`config.mk`:
```
export PLATFORM = sky130hd
export DESIGN_NAME = pipe_controller
export DESIGN_NICKNAME = d
export VERILOG_FILES = /design/src/rtl/pipe_controller.sv
export SDC_FILE = /design/constraint.sdc
export NUM_CORES = 1
export LEC_CHECK = 0
export BUFFER_PORTS_ARGS = -buffer_cell sky130_fd_sc_hd__buf_4
export CAP_MARGIN = 15
export CORE_AREA = 2 2 45 47
export DETAILED_ROUTE_END_ITERATION = 7
export DIE_AREA = 0 0 47 49
export MAX_ROUTING_LAYER = met4
export PLACE_DENSITY = 0.78
export SLEW_MARGIN = 25
export SYNTH_ARGS = -nofsm -noshare
export SYNTH_HDL_FRONTEND = slang
export SYNTH_SLANG_ARGS = --single-unit
```
`constraint.sdc`:
```
create_clock -name clk_i -period 1.5 [get_ports clk_i]
set_input_delay 0.15 -clock clk_i [delete_from_list [all_inputs] [get_ports clk_i]]
set_output_delay 0.15 -clock clk_i [all_outputs]
set_load 0.02 [all_outputs]
```
`src/rtl/pipe_controller.sv`:
```
// rtl/pipe_controller.sv - pipelined MIPS main/ALU decoder carrying controls through E, M and W
// Extended ops (andi, ori, slti, bne) decode only when PIPE_CTRL_EXT_OPS_EN is defined.
module pipe_controller #(
  parameter int ALUC_W       = 3,
  parameter bit STRICT_FUNCT = 1'b1
) (
  input  logic              clk_i,
  input  logic              rst_ni,
  input  logic [5:0]        opcode_d_i,
  input  logic [5:0]        funct_d_i,
  input  logic              freeze_i,
  input  logic              flush_e_i,
  output logic              branch_d_o,
  output logic              branch_ne_d_o,
  output logic              jump_d_o,
  output logic              illegal_d_o,
  output logic              rfwrite_e_o,
  output logic              memtorf_e_o,
  output logic              alusrc_e_o,
  output logic              rfdst_e_o,
  output logic              imm_zext_e_o,
  output logic [ALUC_W-1:0] alucontrol_e_o,
  output logic              rfwrite_m_o,
  output logic              memtorf_m_o,
  output logic              memwrite_m_o,
  output logic              rfwrite_w_o,
  output logic              memtorf_w_o
);

  localparam logic [5:0] OP_RTYPE = 6'b000000;
  localparam logic [5:0] OP_LW    = 6'b100011;
  localparam logic [5:0] OP_SW    = 6'b101011;
  localparam logic [5:0] OP_BEQ   = 6'b000100;
  localparam logic [5:0] OP_ADDI  = 6'b001000;
  localparam logic [5:0] OP_J     = 6'b000010;
`ifdef PIPE_CTRL_EXT_OPS_EN
  localparam logic [5:0] OP_ANDI  = 6'b001100;
  localparam logic [5:0] OP_ORI   = 6'b001101;
  localparam logic [5:0] OP_SLTI  = 6'b001010;
  localparam logic [5:0] OP_BNE   = 6'b000101;
`endif

  localparam logic [5:0] FN_NOP   = 6'b000000;
  localparam logic [5:0] FN_ADD   = 6'b100000;
  localparam logic [5:0] FN_SUB   = 6'b100010;
  localparam logic [5:0] FN_AND   = 6'b100100;
  localparam logic [5:0] FN_OR    = 6'b100101;
  localparam logic [5:0] FN_SLT   = 6'b101010;

  localparam logic [2:0] ALU_AND  = 3'b000;
  localparam logic [2:0] ALU_OR   = 3'b001;
  localparam logic [2:0] ALU_ADD  = 3'b010;
  localparam logic [2:0] ALU_SUB  = 3'b110;
  localparam logic [2:0] ALU_SLT  = 3'b111;

  logic       w_rfwrite;
  logic       w_memtorf;
  logic       w_memwrite;
  logic       w_alusrc;
  logic       w_rfdst;
  logic [2:0] w_alucontrol;
  logic       w_branch;
  logic       w_jump;
  logic       w_illegal;
`ifdef PIPE_CTRL_EXT_OPS_EN
  logic       w_branch_ne;
  logic       w_imm_zext;
`endif

  logic       r_rfwrite_e;
  logic       r_memtorf_e;
  logic       r_memwrite_e;
  logic       r_alusrc_e;
  logic       r_rfdst_e;
  logic [2:0] r_alucontrol_e;
  logic       r_rfwrite_m;
  logic       r_memtorf_m;
  logic       r_memwrite_m;
  logic       r_rfwrite_w;
  logic       r_memtorf_w;
`ifdef PIPE_CTRL_EXT_OPS_EN
  logic       r_imm_zext_e;
`endif

  // Illegal encodings collapse to a bubble so nothing downstream writes state.
  always_comb begin
    w_rfwrite    = 1'b0;
    w_memtorf    = 1'b0;
    w_memwrite   = 1'b0;
    w_alusrc     = 1'b0;
    w_rfdst      = 1'b0;
    w_alucontrol = ALU_AND;
    w_branch     = 1'b0;
    w_jump       = 1'b0;
    w_illegal    = 1'b0;
`ifdef PIPE_CTRL_EXT_OPS_EN
    w_branch_ne  = 1'b0;
    w_imm_zext   = 1'b0;
`endif
    case (opcode_d_i)
      OP_RTYPE: begin
        if (funct_d_i != FN_NOP) begin
          w_rfwrite = 1'b1;
          w_rfdst   = 1'b1;
          case (funct_d_i)
            FN_ADD:  w_alucontrol = ALU_ADD;
            FN_SUB:  w_alucontrol = ALU_SUB;
            FN_AND:  w_alucontrol = ALU_AND;
            FN_OR:   w_alucontrol = ALU_OR;
            FN_SLT:  w_alucontrol = ALU_SLT;
            default: begin
              w_alucontrol = ALU_ADD;
              w_illegal    = STRICT_FUNCT;
            end
          endcase
        end
      end
      OP_LW: begin
        w_rfwrite    = 1'b1;
        w_alusrc     = 1'b1;
        w_memtorf    = 1'b1;
        w_alucontrol = ALU_ADD;
      end
      OP_SW: begin
        w_alusrc     = 1'b1;
        w_memwrite   = 1'b1;
        w_alucontrol = ALU_ADD;
      end
      OP_BEQ: begin
        w_branch     = 1'b1;
        w_alucontrol = ALU_SUB;
      end
      OP_ADDI: begin
        w_rfwrite    = 1'b1;
        w_alusrc     = 1'b1;
        w_alucontrol = ALU_ADD;
      end
      OP_J: begin
        w_jump = 1'b1;
      end
`ifdef PIPE_CTRL_EXT_OPS_EN
      OP_ANDI: begin
        w_rfwrite    = 1'b1;
        w_alusrc     = 1'b1;
        w_imm_zext   = 1'b1;
        w_alucontrol = ALU_AND;
      end
      OP_ORI: begin
        w_rfwrite    = 1'b1;
        w_alusrc     = 1'b1;
        w_imm_zext   = 1'b1;
        w_alucontrol = ALU_OR;
      end
      OP_SLTI: begin
        w_rfwrite    = 1'b1;
        w_alusrc     = 1'b1;
        w_alucontrol = ALU_SLT;
      end
      OP_BNE: begin
        w_branch     = 1'b1;
        w_branch_ne  = 1'b1;
        w_alucontrol = ALU_SUB;
      end
`endif
      default: w_illegal = 1'b1;
    endcase

    if (w_illegal) begin
      w_rfwrite    = 1'b0;
      w_memtorf    = 1'b0;
      w_memwrite   = 1'b0;
      w_alusrc     = 1'b0;
      w_rfdst      = 1'b0;
      w_alucontrol = ALU_AND;
      w_branch     = 1'b0;
      w_jump       = 1'b0;
`ifdef PIPE_CTRL_EXT_OPS_EN
      w_branch_ne  = 1'b0;
      w_imm_zext   = 1'b0;
`endif
    end
  end

  // Freeze outranks flush: a stalled E register must keep its instruction.
  always_ff @(posedge clk_i or negedge rst_ni) begin
    if (!rst_ni) begin
      r_rfwrite_e    <= 1'b0;
      r_memtorf_e    <= 1'b0;
      r_memwrite_e   <= 1'b0;
      r_alusrc_e     <= 1'b0;
      r_rfdst_e      <= 1'b0;
      r_alucontrol_e <= ALU_AND;
      r_rfwrite_m    <= 1'b0;
      r_memtorf_m    <= 1'b0;
      r_memwrite_m   <= 1'b0;
      r_rfwrite_w    <= 1'b0;
      r_memtorf_w    <= 1'b0;
    end else if (!freeze_i) begin
      if (flush_e_i) begin
        r_rfwrite_e    <= 1'b0;
        r_memtorf_e    <= 1'b0;
        r_memwrite_e   <= 1'b0;
        r_alusrc_e     <= 1'b0;
        r_rfdst_e      <= 1'b0;
        r_alucontrol_e <= ALU_AND;
      end else begin
        r_rfwrite_e    <= w_rfwrite;
        r_memtorf_e    <= w_memtorf;
        r_memwrite_e   <= w_memwrite;
        r_alusrc_e     <= w_alusrc;
        r_rfdst_e      <= w_rfdst;
        r_alucontrol_e <= w_alucontrol;
      end
      r_rfwrite_m  <= r_rfwrite_e;
      r_memtorf_m  <= r_memtorf_e;
      r_memwrite_m <= r_memwrite_e;
      r_rfwrite_w  <= r_rfwrite_m;
      r_memtorf_w  <= r_memtorf_m;
    end
  end

`ifdef PIPE_CTRL_EXT_OPS_EN
  always_ff @(posedge clk_i or negedge rst_ni) begin
    if (!rst_ni) begin
      r_imm_zext_e <= 1'b0;
    end else if (!freeze_i) begin
      r_imm_zext_e <= flush_e_i ? 1'b0 : w_imm_zext;
    end
  end

  assign branch_ne_d_o = w_branch_ne;
  assign imm_zext_e_o  = r_imm_zext_e;
`else
  assign branch_ne_d_o = 1'b0;
  assign imm_zext_e_o  = 1'b0;
`endif

  assign branch_d_o     = w_branch;
  assign jump_d_o       = w_jump;
  assign illegal_d_o    = w_illegal;

  assign rfwrite_e_o    = r_rfwrite_e;
  assign memtorf_e_o    = r_memtorf_e;
  assign alusrc_e_o     = r_alusrc_e;
  assign rfdst_e_o      = r_rfdst_e;
  assign alucontrol_e_o = ALUC_W'(r_alucontrol_e);

  assign rfwrite_m_o    = r_rfwrite_m;
  assign memtorf_m_o    = r_memtorf_m;
  assign memwrite_m_o   = r_memwrite_m;

  assign rfwrite_w_o    = r_rfwrite_w;
  assign memtorf_w_o    = r_memtorf_w;

endmodule
```
==> results of run 1 <==
[Yosys cell counts, drive strengths merged]
library cell and count:
a32oi 1, a32o 1, nand4b 1, nor2b 1, nor4b 1, a31o 3, dfrtp 13, o41a 1
o21ai 3, nor4 2, nor3b 1, and2 2, or2 1, o22ai 1, or3 1, conb 1
a31oi 1, nor3 2, and3b 1, mux2 5, nand3 1, clkbuf 3, or4 1, buf 4
xnor2 1, a2111o 1, o31ai 4, nand2 9, and3 1, a22o 3, nor2 4, nand2b 1
[tightest hold or removal path, cell delays in order]
cell and delay (ns):
buf_4 0.09, or3_4 0.16, o31ai_2 0.07
[repair_timing]
item	4_1_cts	5_1_grt
setup endpoints to repair	5	7
resized for setup	4	1
hold buffers	1	0
hold endpoints to repair	13	0
[metrics by stage]
step           total power, mW  util, %  std cells  setup TNS, ns
2_1_floorplan            0.425        -         77          -2.47
3_3_place_gp             0.490     60.0        140          -2.43
3_5_place_dp             0.493     60.0        140          -2.73
4_1_cts                  0.702     63.0        145         -0.573
5_1_grt                  0.724     63.2        145         -0.721
6_report                 0.694     63.2        145         -0.547
[cells by family after synthesis]
kind of cell | synth area share [%]
other | 0.482
XOR/XNOR | 1.13
AO/OA/AOI/OAI | 22.5
multiplexers | 7.23
AND/OR/NAND/NOR | 21.4
buffers and inverters | 5.46
flip-flops | 41.8
[per-layer routing]
metal | share of wire (%) | vias to the layer above | GRT usage [%]
li1 | - | 368 | -
met1 | 41 | 367 | 17.7
met2 | 54 | 19 | 31.3
met3 | 4.3 | 2 | 1.11
met4 | 0.72 | 0 | 5.56
met5 | 0 | - | -
[registers in the layout, summed over array words and instances, names as in the netlist]
register	count
memtorf_e_o	1
memwrite_m_o	1
rfwrite_w_o	1
rfwrite_m_o	1
rfwrite_e_o	1
rfdst_e_o	1
alucontrol_e_o	3
r_memwrite_e	1
memtorf_m_o	1
memtorf_w_o	1
alusrc_e_o	1
[worst paths after layout]
check,end,depth (start not counted)
worst max-delay path,alucontrol_e_o[0],6
worst min-delay path,r_memwrite_e,3
worst max register to register,memtorf_m_o,1
worst min register to register,r_memwrite_e,2
max in group asynchronous,memtorf_m_o,2
min in group asynchronous,alucontrol_e_o[1],2
[power by group through the flow]
stage	combinational, mW	clock [mW]	sequential, mW
CTS	0.142	0.209	0.351
detailed placement	0.135	0	0.358
global placement	0.132	0	0.358
finish	0.143	0.200	0.351
global route	0.155	0.218	0.351
floorplan	0.0658	0	0.359
[cell type report]
cell class | count | area [sq um] | share of cell area (%)
tap | 27 | 33.8 | 2.90
multi-input combinational | 57 | 435 | 37.4
timing repair buffer | 44 | 344 | 29.5
sequential | 13 | 325 | 27.9
clock buffer | 4 | 26.3 | 2.26
==> impl_metrics.yaml, run 1 <==
timing:
  hold_violations: 0
  hold_ws_ns: 0.235
  fmax_mhz: 609
  maxSlewViolCount: 0
  setup_violations: 5
  rsz0062_at_grt: "yes"
  fin_crit_sh_pct: 110
  fin_worst_skew_ns: 0.00259
  min_period_ns: 1.64
  fin_ws_ns: -0.143
synth:
  synth_largest_area_cell: "dfrtp_1"
  synth_area_sq_um: 778
  ys_warn_count: 0
  synthTopCellsByArea: "dfrtp_1, mux2_2, nand2_1, a22o_1, o31ai_2"
  avgSynthCellArea_sq_um: 10.2
  synth.distinct_cells: 37
  synth_seq_area_share_pct: 41.8
  synthCells: 76
  synth_top_area_share_pct: 41.8
  ys_ff_latch: 13
clock_tree:
  insertion_delay_ns: 0.26
  cts_num_sinks: 13
  cts_max_level: 1
  cts_tree: "done"
  clk_transition_reported_paths_ns: 0.07
  numCtsBuffers: 3
  cts_root_buf: "clkbuf_4"
  clk_path_buf_depth: 2
  post-cts-setup-buffers: 0
power:
  power.density_nw_per_um2: 596
  p_int_mw: 0.527
  pwr-share-comb_pct: 20.6
  ir_worst_vdd_mv: 0.283
  leakage_nw: 0.558
  pwr-share-clk_pct: 28.8
  p_sw_mw: 0.167
  sw_frac_of_total_pct: 24.1
  seqPwrFrac_pct: 50.6
grt:
  grt_first_pass_wirelength_um: 2820
  grtUsageTotal_pct: 16.9
  overflow: 0
  grt_pass1_vias: 713
  grt_start_max_net_pins: 16
  antenna_found_initial: 0
layout:
  nNetsFinal: 135
  area_growth_pct: 49.7
  final_common_cell: "buf_4"
  nFillCells: 172
  final_cell_mix: "buf_4, dfrtp_1, nand2_1"
  antenna_cells: 0
  fin_area_sq_um: 1160
  drive_above_1_share_pct: 50.0
critical_path:
  path_max_fanout: 4
  r2r-start: "memtorf_e_o"
  cp.buffers_inverters: 1
  slowest_delay_ns: 0.51
  slowest_stage: "or4_4"
  worst-r2r-setup-slack_ns: 0.72
  cp.arrival_ns: 1.82
  endpoint_kind: "register"
  crit_chain: "buf_6 -> or4_4 -> a31o_1 -> a31o_4 -> or3_4 -> o31ai_4"
  critPathRequiredTime_ns: 1.68
  cp_top_family: "simple AND/OR/NAND/NOR gates"
  crit_start: "opcode_d_i[0]"
  worstSetupStartpointType: "input port"
  worstSetupPathType: "input port to register"
drt:
  ant_nets: 0
  dr.pass1.iters: 4
  wirelength_um: 1800
  avgViaCountPerCell: 5.21
  wl_per_cell_um: 12.4
  drt_iter0_drc: 14
  num_vias: 756
  drc_errors: 0
floorplan:
  fp.dieH_um: 49
  rows: 16
  die_w_um: 47
  ioPinCount: 33
  initial_core_util_pct: 42.3
  core_sq_um: 1840
  design.die.area_sq_um: 2300
hold_path:
  min_from: "flush_e_i"
  hp-class: "input port to register"
placement:
  gp_congestion: 0.805
  portBuffers: 30
  post-place-ws_ns: -0.496
  dpl-instance-area_sq_um: 1100
  dp_hpwl_um: 1490
status:
  violations: "negative setup slack"
  status: "complete, but fails checks"
run:
  cap_viol_max_count: 0
Note: power is estimated with default switching activity, not from simulation.
==> run 2, diff against run 1 <==
REMOVE_ABC_BUFFERS = 1   (was not set)
==> run 2 against run 1 <==
  * The flow still finishes with violations (negative setup slack)
  * Wire length rose by 2.7%
  * Flip-flop and latch count did not move
  * Worst hold slack improved by 0.014 ns
  * Combinational power rose by 4%
  * Non-clock buffer count rose by 1
  * Register-to-register slack barely moved
  * Clock-buffer cell count did not move
  * Fmax rose by 0.85%
  * Power rose by 0.58%
  * Critical endpoint is now alusrc_e_o
  * Largest power group unchanged
==> impl_metrics.yaml, run 2 (synthesized netlist as in run 1, its figures left out) <==
critical_path:
  cp.arrival_ns: 1.80
  slowest_stage: "or4_4"
  reg2regPathDepth: 1
  endpoint_kind: "register"
  cp.buffers_inverters: 1
  path_max_fanout: 4
  r2r-start: "memtorf_e_o"
  worstSetupPathType: "input port to register"
  critPathRequiredTime_ns: 1.67
  slowest_delay_ns: 0.51
  worst-r2r-setup-slack_ns: 0.72
  crit_chain: "buf_6 -> or4_4 -> a31o_1 -> a31o_1 -> or3_4 -> o31ai_4"
  crit_top_cell: "a31o_1"
  worstSetupStartpointType: "input port"
  cp_top_family: "simple AND/OR/NAND/NOR gates"
  worstReg2RegEnd: "memtorf_m_o"
floorplan:
  design.die.area_sq_um: 2300
  die_w_um: 47
  ioPinCount: 33
  fp.dieH_um: 49
  rows: 16
  initial_core_util_pct: 42.3
  core_sq_um: 1840
drt:
  avgViaCountPerCell: 5.14
  ant_nets: 0
  drc_errors: 0
  wl_per_cell_um: 12.6
  drt_iter0_drc: 12
  wirelength_um: 1850
  num_vias: 751
  dr.pass1.iters: 4
placement:
  post-place-ws_ns: -0.434
  dpl-instance-area_sq_um: 1100
  portBuffers: 30
  gp_congestion: 0.867
  dp_hpwl_um: 1510
status:
  status: "complete, but fails checks"
  violations: "negative setup slack"
layout:
  fin_area_sq_um: 1190
  nNetsFinal: 136
  final_cell_mix: "buf_4, dfrtp_1, nand2_1"
  antenna_cells: 0
  final_common_cell: "buf_4"
  largest_register_ffs: 3
  drive_above_1_share_pct: 51.3
  area_growth_pct: 52.7
clock_tree:
  cts_root_buf: "clkbuf_4"
  numCtsBuffers: 3
  cts_tree: "done"
  clk_path_buf_depth: 2
  clk_transition_reported_paths_ns: 0.07
  insertion_delay_ns: 0.26
  cts_max_level: 1
  cts_num_sinks: 13
timing:
  fin_ws_ns: -0.129
  fin_worst_skew_ns: 0.000191
  fin_crit_sh_pct: 109
  setup_violations: 9
  fmax_mhz: 614
  hold_violations: 0
  tns_ns: -0.561
  rsz0062_at_grt: "yes"
  min_period_ns: 1.63
  maxSlewViolCount: 0
power:
  ir_worst_vdd_mv: 0.285
  power.density_nw_per_um2: 587
  leakage_nw: 0.567
grt:
  grt_pass1_vias: 772
  grt_start_max_net_pins: 16
  grt_first_pass_wirelength_um: 3200
  grtUsageTotal_pct: 18.8
  overflow: 0
  antenna_found_initial: 0
hold_path:
  hp-class: "input port to register"
  whs_path_depth: 3
  min_to: "rfdst_e_o"
  min_from: "freeze_i"
run:
  cap_viol_max_count: 0
-- run 2: what timing repair did --
| action | CTS | global route |
|---|---|---|
| hold buffers | 1 | 0 |
| pin swaps | 1 | 4 |
| endpoints found under the hold margin | 13 | 0 |
| buffers inserted | 0 | 0 |
| setup endpoints to repair | 8 | 9 |
| gates resized for setup | 6 | 4 |
-- run 2: final cells by class --
cell class / instances / area [sq um]
fillers: 158 / 653
clock buffers: 4 / 26.3
multi-input cells: 57 / 444
repair buffers: 45 / 359
well taps: 27 / 33.8
flip-flops and latches: 13 / 325
-- run 2: worst min-delay path: stages --
cell     delay [ns]
buf_4          0.17
nand2_1        0.07
o21ai_0        0.07
-- run 2: metal layers --
layer  vias to the layer above  wire length [um]  track usage [%]
li1                        371                 -                -
met1                       353               742             21.5
met2                        25              1020             31.5
met3                         2                72             1.85
met4                         0                14             8.80
met5                         -                 0                -
-- run 2: where the power goes --
group | internal (mW) | switching (mW) | total (mW)
clock network | 0.103 | 0.0949 | 0.198
logic | 0.0755 | 0.0734 | 0.149
registers | 0.351 | 0.000444 | 0.351
total | 0.529 | 0.169 | 0.698
-- run 2: worst max-delay path by stage --
stage	startpoint	endpoint	slack [ns]	cells past startpoint
2_1_floorplan	opcode_d_i[0]	alucontrol_e_o[0]	-0.34	5
3_3_place_gp	opcode_d_i[0]	alucontrol_e_o[0]	-0.39	6
3_5_place_dp	opcode_d_i[0]	alusrc_e_o	-0.43	6
4_1_cts	opcode_d_i[0]	alusrc_e_o	-0.13	6
5_1_grt	opcode_d_i[0]	alusrc_e_o	-0.16	6
6_report	opcode_d_i[0]	alusrc_e_o	-0.13	6
-- run 2: stage by stage --
step,utilization [%],power [mW],hold slack [ns],std cells
final,64.5,0.698,0.249,146
after global routing,64.5,0.737,0.253,146
after CTS,63.5,0.706,0.224,146
after detailed placement,59.9,0.494,-0.000865,141
after global placement,59.9,0.491,-0.00327,141
after floorplan,-,0.400,-0.146,70
